### src/rtl/frame_feeder.sv
// frame_feeder
//   Assembles controller frames from a host byte stream, buffers them in a
//   circular frame FIFO and presents one frame per console latch on
//   next_frame. When the FIFO is dry on a latch, the all-ones "no buttons"
//   filler is presented instead and the underflow counter advances.
//
// Ports
//   clk, rst          : sole clock; synchronous active-high reset
//   byte_in/valid     : host byte stream; a transfer is valid & byte_ready
//   byte_ready        : registered; low only while the FIFO is full
//   frame_abort       : discard the partial frame (and any same-cycle byte)
//   latch_in          : raw console latch, asynchronous to clk
//   next_frame        : frame the next console latch will load
//   staged            : next_frame holds a host frame, not the filler
//   fifo_level        : frames waiting in the FIFO (staged frame excluded)
//   underflow_count   : latches serviced with the filler, saturating
module frame_feeder #(
    parameter int FRAME_WIDTH = 16,
    parameter int DEPTH       = 16
) (
    input  logic                     clk,
    input  logic                     rst,
    input  logic [7:0]               byte_in,
    input  logic                     byte_valid,
    output logic                     byte_ready,
    input  logic                     frame_abort,
    input  logic                     latch_in,
    output logic [FRAME_WIDTH-1:0]   next_frame,
    output logic                     staged,
    output logic [$clog2(DEPTH):0]   fifo_level,
    output logic [15:0]              underflow_count
);
    localparam int BYTES = FRAME_WIDTH / 8;
    localparam int CW    = (BYTES > 1) ? $clog2(BYTES) : 1;
    localparam int AW    = $clog2(DEPTH);
    localparam int LW    = AW + 1;
    localparam logic [LW-1:0] FULL_LEVEL = LW'(DEPTH);
    localparam logic [CW-1:0] LAST_BYTE  = CW'(BYTES - 1);

    // ---------------------------------------------------------------
    // State
    // ---------------------------------------------------------------
    logic [CW-1:0]          byte_cnt_q, byte_cnt_d;
    logic [FRAME_WIDTH-1:0] asm_q, asm_d, asm_merged;
    logic                   s1_q, s2_q, s3_q;
    logic [AW-1:0]          wr_ptr_q, wr_ptr_d, rd_ptr_q, rd_ptr_d;
    logic [LW-1:0]          fifo_level_q, fifo_level_d;
    logic                   byte_ready_q, byte_ready_d;
    logic [FRAME_WIDTH-1:0] next_frame_q, next_frame_d;
    logic                   staged_q, staged_d;
    logic [15:0]            underflow_count_q, underflow_count_d;
    logic [FRAME_WIDTH-1:0] fifo_mem [DEPTH];

    logic xfer, push, pop, latch_ev, fifo_empty;

    assign xfer       = byte_valid & byte_ready_q;
    assign push       = xfer & ~frame_abort & (byte_cnt_q == LAST_BYTE);
    assign latch_ev   = s2_q & ~s3_q;
    assign fifo_empty = (fifo_level_q == '0);

    // ---------------------------------------------------------------
    // Byte assembly: byte k of a frame occupies lane k counted from the
    // MSB, so the first byte's bit 7 is the first bit shifted out.
    // asm_merged is the partial frame with the current byte dropped into
    // its lane; on the last byte it is the completed frame.
    // ---------------------------------------------------------------
    genvar gi;
    generate
        for (gi = 0; gi < BYTES; gi++) begin : g_lane
            assign asm_merged[FRAME_WIDTH-1-8*gi -: 8] =
                (xfer && byte_cnt_q == CW'(gi)) ? byte_in
                                                : asm_q[FRAME_WIDTH-1-8*gi -: 8];
        end
    endgenerate

    always_comb begin
        byte_cnt_d = byte_cnt_q;
        asm_d      = asm_q;
        if (frame_abort) begin
            // abort wins over a same-cycle byte: that byte is dropped
            byte_cnt_d = '0;
            asm_d      = '0;
        end else if (xfer) begin
            if (byte_cnt_q == LAST_BYTE) begin
                byte_cnt_d = '0;
                asm_d      = '0;
            end else begin
                byte_cnt_d = byte_cnt_q + 1'b1;
                asm_d      = asm_merged;
            end
        end
    end

    // ---------------------------------------------------------------
    // Output stage. A latch always consumes whatever is staged; the FIFO
    // is checked before this cycle's push, so a frame completing on the
    // latch cycle is only promoted on the following cycle.
    // ---------------------------------------------------------------
    always_comb begin
        pop               = 1'b0;
        next_frame_d      = next_frame_q;
        staged_d          = staged_q;
        underflow_count_d = underflow_count_q;
        if (latch_ev) begin
            if (!fifo_empty) begin
                next_frame_d = fifo_mem[rd_ptr_q];
                staged_d     = 1'b1;
                pop          = 1'b1;
            end else begin
                next_frame_d = '1;
                staged_d     = 1'b0;
                if (underflow_count_q != 16'hFFFF)
                    underflow_count_d = underflow_count_q + 16'd1;
            end
        end else if (!staged_q && !fifo_empty) begin
            next_frame_d = fifo_mem[rd_ptr_q];
            staged_d     = 1'b1;
            pop          = 1'b1;
        end
    end

    // FIFO bookkeeping; pointers wrap naturally at DEPTH (power of two).
    // byte_ready is registered from the updated level, so a pop raises
    // it on the very next cycle and a push into the last slot drops it.
    always_comb begin
        wr_ptr_d     = push ? wr_ptr_q + 1'b1 : wr_ptr_q;
        rd_ptr_d     = pop  ? rd_ptr_q + 1'b1 : rd_ptr_q;
        fifo_level_d = fifo_level_q + LW'(push) - LW'(pop);
        byte_ready_d = (fifo_level_d < FULL_LEVEL);
    end

    always_ff @(posedge clk) begin
        if (rst) begin
            byte_cnt_q        <= '0;
            asm_q             <= '0;
            s1_q              <= 1'b0;
            s2_q              <= 1'b0;
            s3_q              <= 1'b0;
            wr_ptr_q          <= '0;
            rd_ptr_q          <= '0;
            fifo_level_q      <= '0;
            byte_ready_q      <= 1'b0;
            next_frame_q      <= '1;
            staged_q          <= 1'b0;
            underflow_count_q <= '0;
        end else begin
            byte_cnt_q        <= byte_cnt_d;
            asm_q             <= asm_d;
            s1_q              <= latch_in;
            s2_q              <= s1_q;
            s3_q              <= s2_q;
            wr_ptr_q          <= wr_ptr_d;
            rd_ptr_q          <= rd_ptr_d;
            fifo_level_q      <= fifo_level_d;
            byte_ready_q      <= byte_ready_d;
            next_frame_q      <= next_frame_d;
            staged_q          <= staged_d;
            underflow_count_q <= underflow_count_d;
        end
    end

    // Frame storage; contents need no reset since fifo_level gates reads.
    always_ff @(posedge clk) begin
        if (push)
            fifo_mem[wr_ptr_q] <= asm_merged;
    end

    assign byte_ready      = byte_ready_q;
    assign next_frame      = next_frame_q;
    assign staged          = staged_q;
    assign fifo_level      = fifo_level_q;
    assign underflow_count = underflow_count_q;

endmodule
### config.mk
export PLATFORM = sky130hd
export DESIGN_NAME = frame_feeder
export DESIGN_NICKNAME = d
export VERILOG_FILES = /design/src/rtl/frame_feeder.sv
export SDC_FILE = /design/constraint.sdc
export NUM_CORES = 1
export LEC_CHECK = 0
export BUFFER_PORTS_ARGS = -buffer_cell sky130_fd_sc_hd__buf_2
export CORE_UTILIZATION = 66
export DETAILED_ROUTE_END_ITERATION = 10
export PLACE_DENSITY = 0.87
export SYNTH_ARGS = -nofsm -noshare
export SYNTH_HDL_FRONTEND = slang
export SYNTH_SLANG_ARGS = --single-unit
### constraint.sdc
create_clock -name clk -period 7.4 [get_ports clk]
set_input_delay 0.37 -clock clk [delete_from_list [all_inputs] [get_ports clk]]
set_output_delay 0.37 -clock clk [all_outputs]
set_load 0.01 [all_outputs]
==> flow_metrics.tcl <==
set metrics [dict create \
    clock_skew_ns 0.01347 \
    start_util_pct 67.65 \
    vias_per_cell 6.640 \
    dieArea_sq_um 19860 \
    multi_input_area_sq_um 3455 \
    cp_max_fo 9 \
    io_buffers 51 \
    syn_area_sq_um 12740 \
    crit_type "reg -> reg" \
    worst_pin_slew_ns 1.185 \
    cts.clk_slew.worst_paths_ns 0.06 \
    fillerInstances 1014 \
    dp_hpwl_um 16730 \
    async_flop_share_pct 0 \
    h-tree-depth 1 \
    power_density_nw_per_um2 300.5 \
    drv_cap 0 \
    fin_nets 871 \
    critPathCaptureType "flop" \
    ys_types 48 \
    synth_top_area_share_pct 60.35 \
    design_area_sq_um 14300 \
    timing.final.crit_share_pct 44.58 \
    cts-buffers-inserted 30 \
    hold_violations 0 \
    drive_above_1_share_pct 22.21 \
    first_global_vias 7722 \
    setup_violations 0 \
    drtIter0Drc 871 \
    netlist.top_cell.by_area "edfxtp_1" \
    hp-class "in -> reg" \
    post-cts-setup-buffers 0 \
    dieWidth_um 140.9 \
    period_needed_ns 3.299 \
    ctsResizeCount 0 \
    antenna_found_initial 0 \
    p_leak_nw 4.630 \
    synth.area.top_cells "edfxtp_1, dfxtp_1, mux4_2" \
    area_growth_pct 12.25 \
    synthesis.nets 806 \
    gr-total-overflow 0 \
    drt-total-wl_um 29220 \
    relSlewSlack_pct 20.68 \
    grt_pass1_wl_um 44530 \
    first_pass_iters 5 \
    required_ns 7.79 \
    timing.critical_path.arrival_ns 3.69 \
    cts_hold_buf 0 \
    yosysWarnings 0 \
    syn_avg_cell_area_sq_um 16.33 \
    ios 52 \
    drc 0 \
    core_area_sq_um 18830 \
    num_vias 7497 \
    numClockSinks 327 \
    cp-start-kind "flop" \
    setup-tns-final_ns 0 \
    maxSlewViolCount 0 \
    globalplace.congestion 0.8331 \
    diodes 0 \
    grt_max_degree 47 \
    ys_ff_latch 327 \
    synth.yosys.seq_area_share_pct 71.51 \
    clockRootBuffer "clkbuf_16" \
    cts_buffer_depth 3 \
    routedWlPerCell_um 25.88 \
    placed_area_sq_um 13360 \
    die_h_um 140.9 \
    rsz0062_at_grt "no" \
    row_count 50 \
    syn_inst 780 \
    seq_area_sq_um 9114 \
    synth_edf_count 256 \
    final_common_cell "edfxtp_1" \
    antenna_left 0 \
    synth_ff_type "edfxtp_1" \
    status "finished, final reports clean" \
    peakVddDrop_mv 0.2958 \
    final_cell_mix "edfxtp_1, dfxtp_1, nor2_1, buf_2, nand2_1" \
    grt_usage_pct 30.69 \
    clock_latency_ns 0.55 \
    cts_tree "yes" \
    fmax_mhz 303.1 \
]
==> sequential cells by signal (all words and copies together) (netlist names), named ones only <==
register / count
fifo_mem: 256
asm_q: 16
next_frame: 16
underflow_count: 16
fifo_level: 5
rd_ptr_q: 4
wr_ptr_q: 4
byte_cnt_q: 1
byte_ready: 1
s1_q: 1
s2_q: 1
s3_q: 1
staged: 1
==> area by class of cell <==
type,instances,area share [%]
Clock inverter,9,0.4463
Tap cell,260,2.275
Multi-Input combinational cell,400,24.16
Timing Repair Buffer,72,2.888
Clock buffer,47,6.125
Inverter,14,0.3675
Sequential cell,327,63.74
==> metal layers <==
layer / vias to the layer above / GRT usage, % / part of all wire [%]
met3: 98 / 5.129 / 8.7
met5: - / 0 / 0
met2: 455 / 51.48 / 50
met1: 3777 / 39.51 / 36
li1: 3167 / - / -
met4: 0 / 14.76 / 4.3
==> worst max-delay path, stage by stage (launching register included) <==
cell	delay [ns]
dfxtp_1	0.33
inv_1	0.11
ha_1	0.18
nor4b_2	0.56
a21oi_1	0.33
ha_1	0.35
inv_1	0.06
ha_1	0.17
inv_1	0.06
fa_1	0.39
nand2b_1	0.17
a21oi_1	0.21
o21a_1	0.18
nor3_1	0.06
==> metrics by stage <==
step	setup slack (ns)	cells	hold slack (ns)	power (mW)	utilization, %
finish	4.101	1129	0.03527	4.297	75.93
global route	3.846	1129	0.03497	4.436	75.93
global placement	4.373	1073	0.4230	2.796	70.94
floorplan	4.513	780	0.4138	2.614	-
detailed placement	4.164	1073	0.4521	2.832	70.94
CTS	4.125	1129	0.02668	4.299	75.93
==> Yosys cell counts (all sizes together), types with 14 or more instances <==
library cell  count
a21oi            22
a31oi            15
inv              14
nand2            50
o21ai            14
a221oi           14
mux2i            33
clkbuf           22
edfxtp          256
a22oi            14
nor2b            17
mux4             49
mux2             19
nor2             53
dfxtp            71
buf              17
==> path summary, 6_finish.rpt <==
check,endpoint,startpoint,slack (ns),cells past startpoint
worst max-delay path,fifo_level[4]$_SDFF_PP0_,fifo_level[2]$_SDFF_PP0_,4.10,13
worst min-delay path,s1_q$_SDFF_PP0_,latch_in,0.04,2
worst max register to register,fifo_level[4]$_SDFF_PP0_,fifo_level[2]$_SDFF_PP0_,4.10,13
worst min register to register,s2_q$_SDFF_PP0_,s1_q$_SDFF_PP0_,0.46,1
==> where the power goes <==
part,internal [mW],switching (mW)
clock,0.842,0.638
combinational,0.289,0.428
sequential,2.04,0.0569
==> logic make-up after synthesis <==
family | count (synthesis) | share of synthesized area, %
flip-flops | 327 | 71.51
AND/OR/NAND/NOR | 180 | 6.915
multiplexers | 101 | 12.94
AO/OA/AOI/OAI | 98 | 5.127
buffers and inverters | 53 | 1.630
adder cells (fa/ha/maj) | 13 | 1.336
XOR/XNOR | 8 | 0.5501
(Power assumes the default switching activity.)
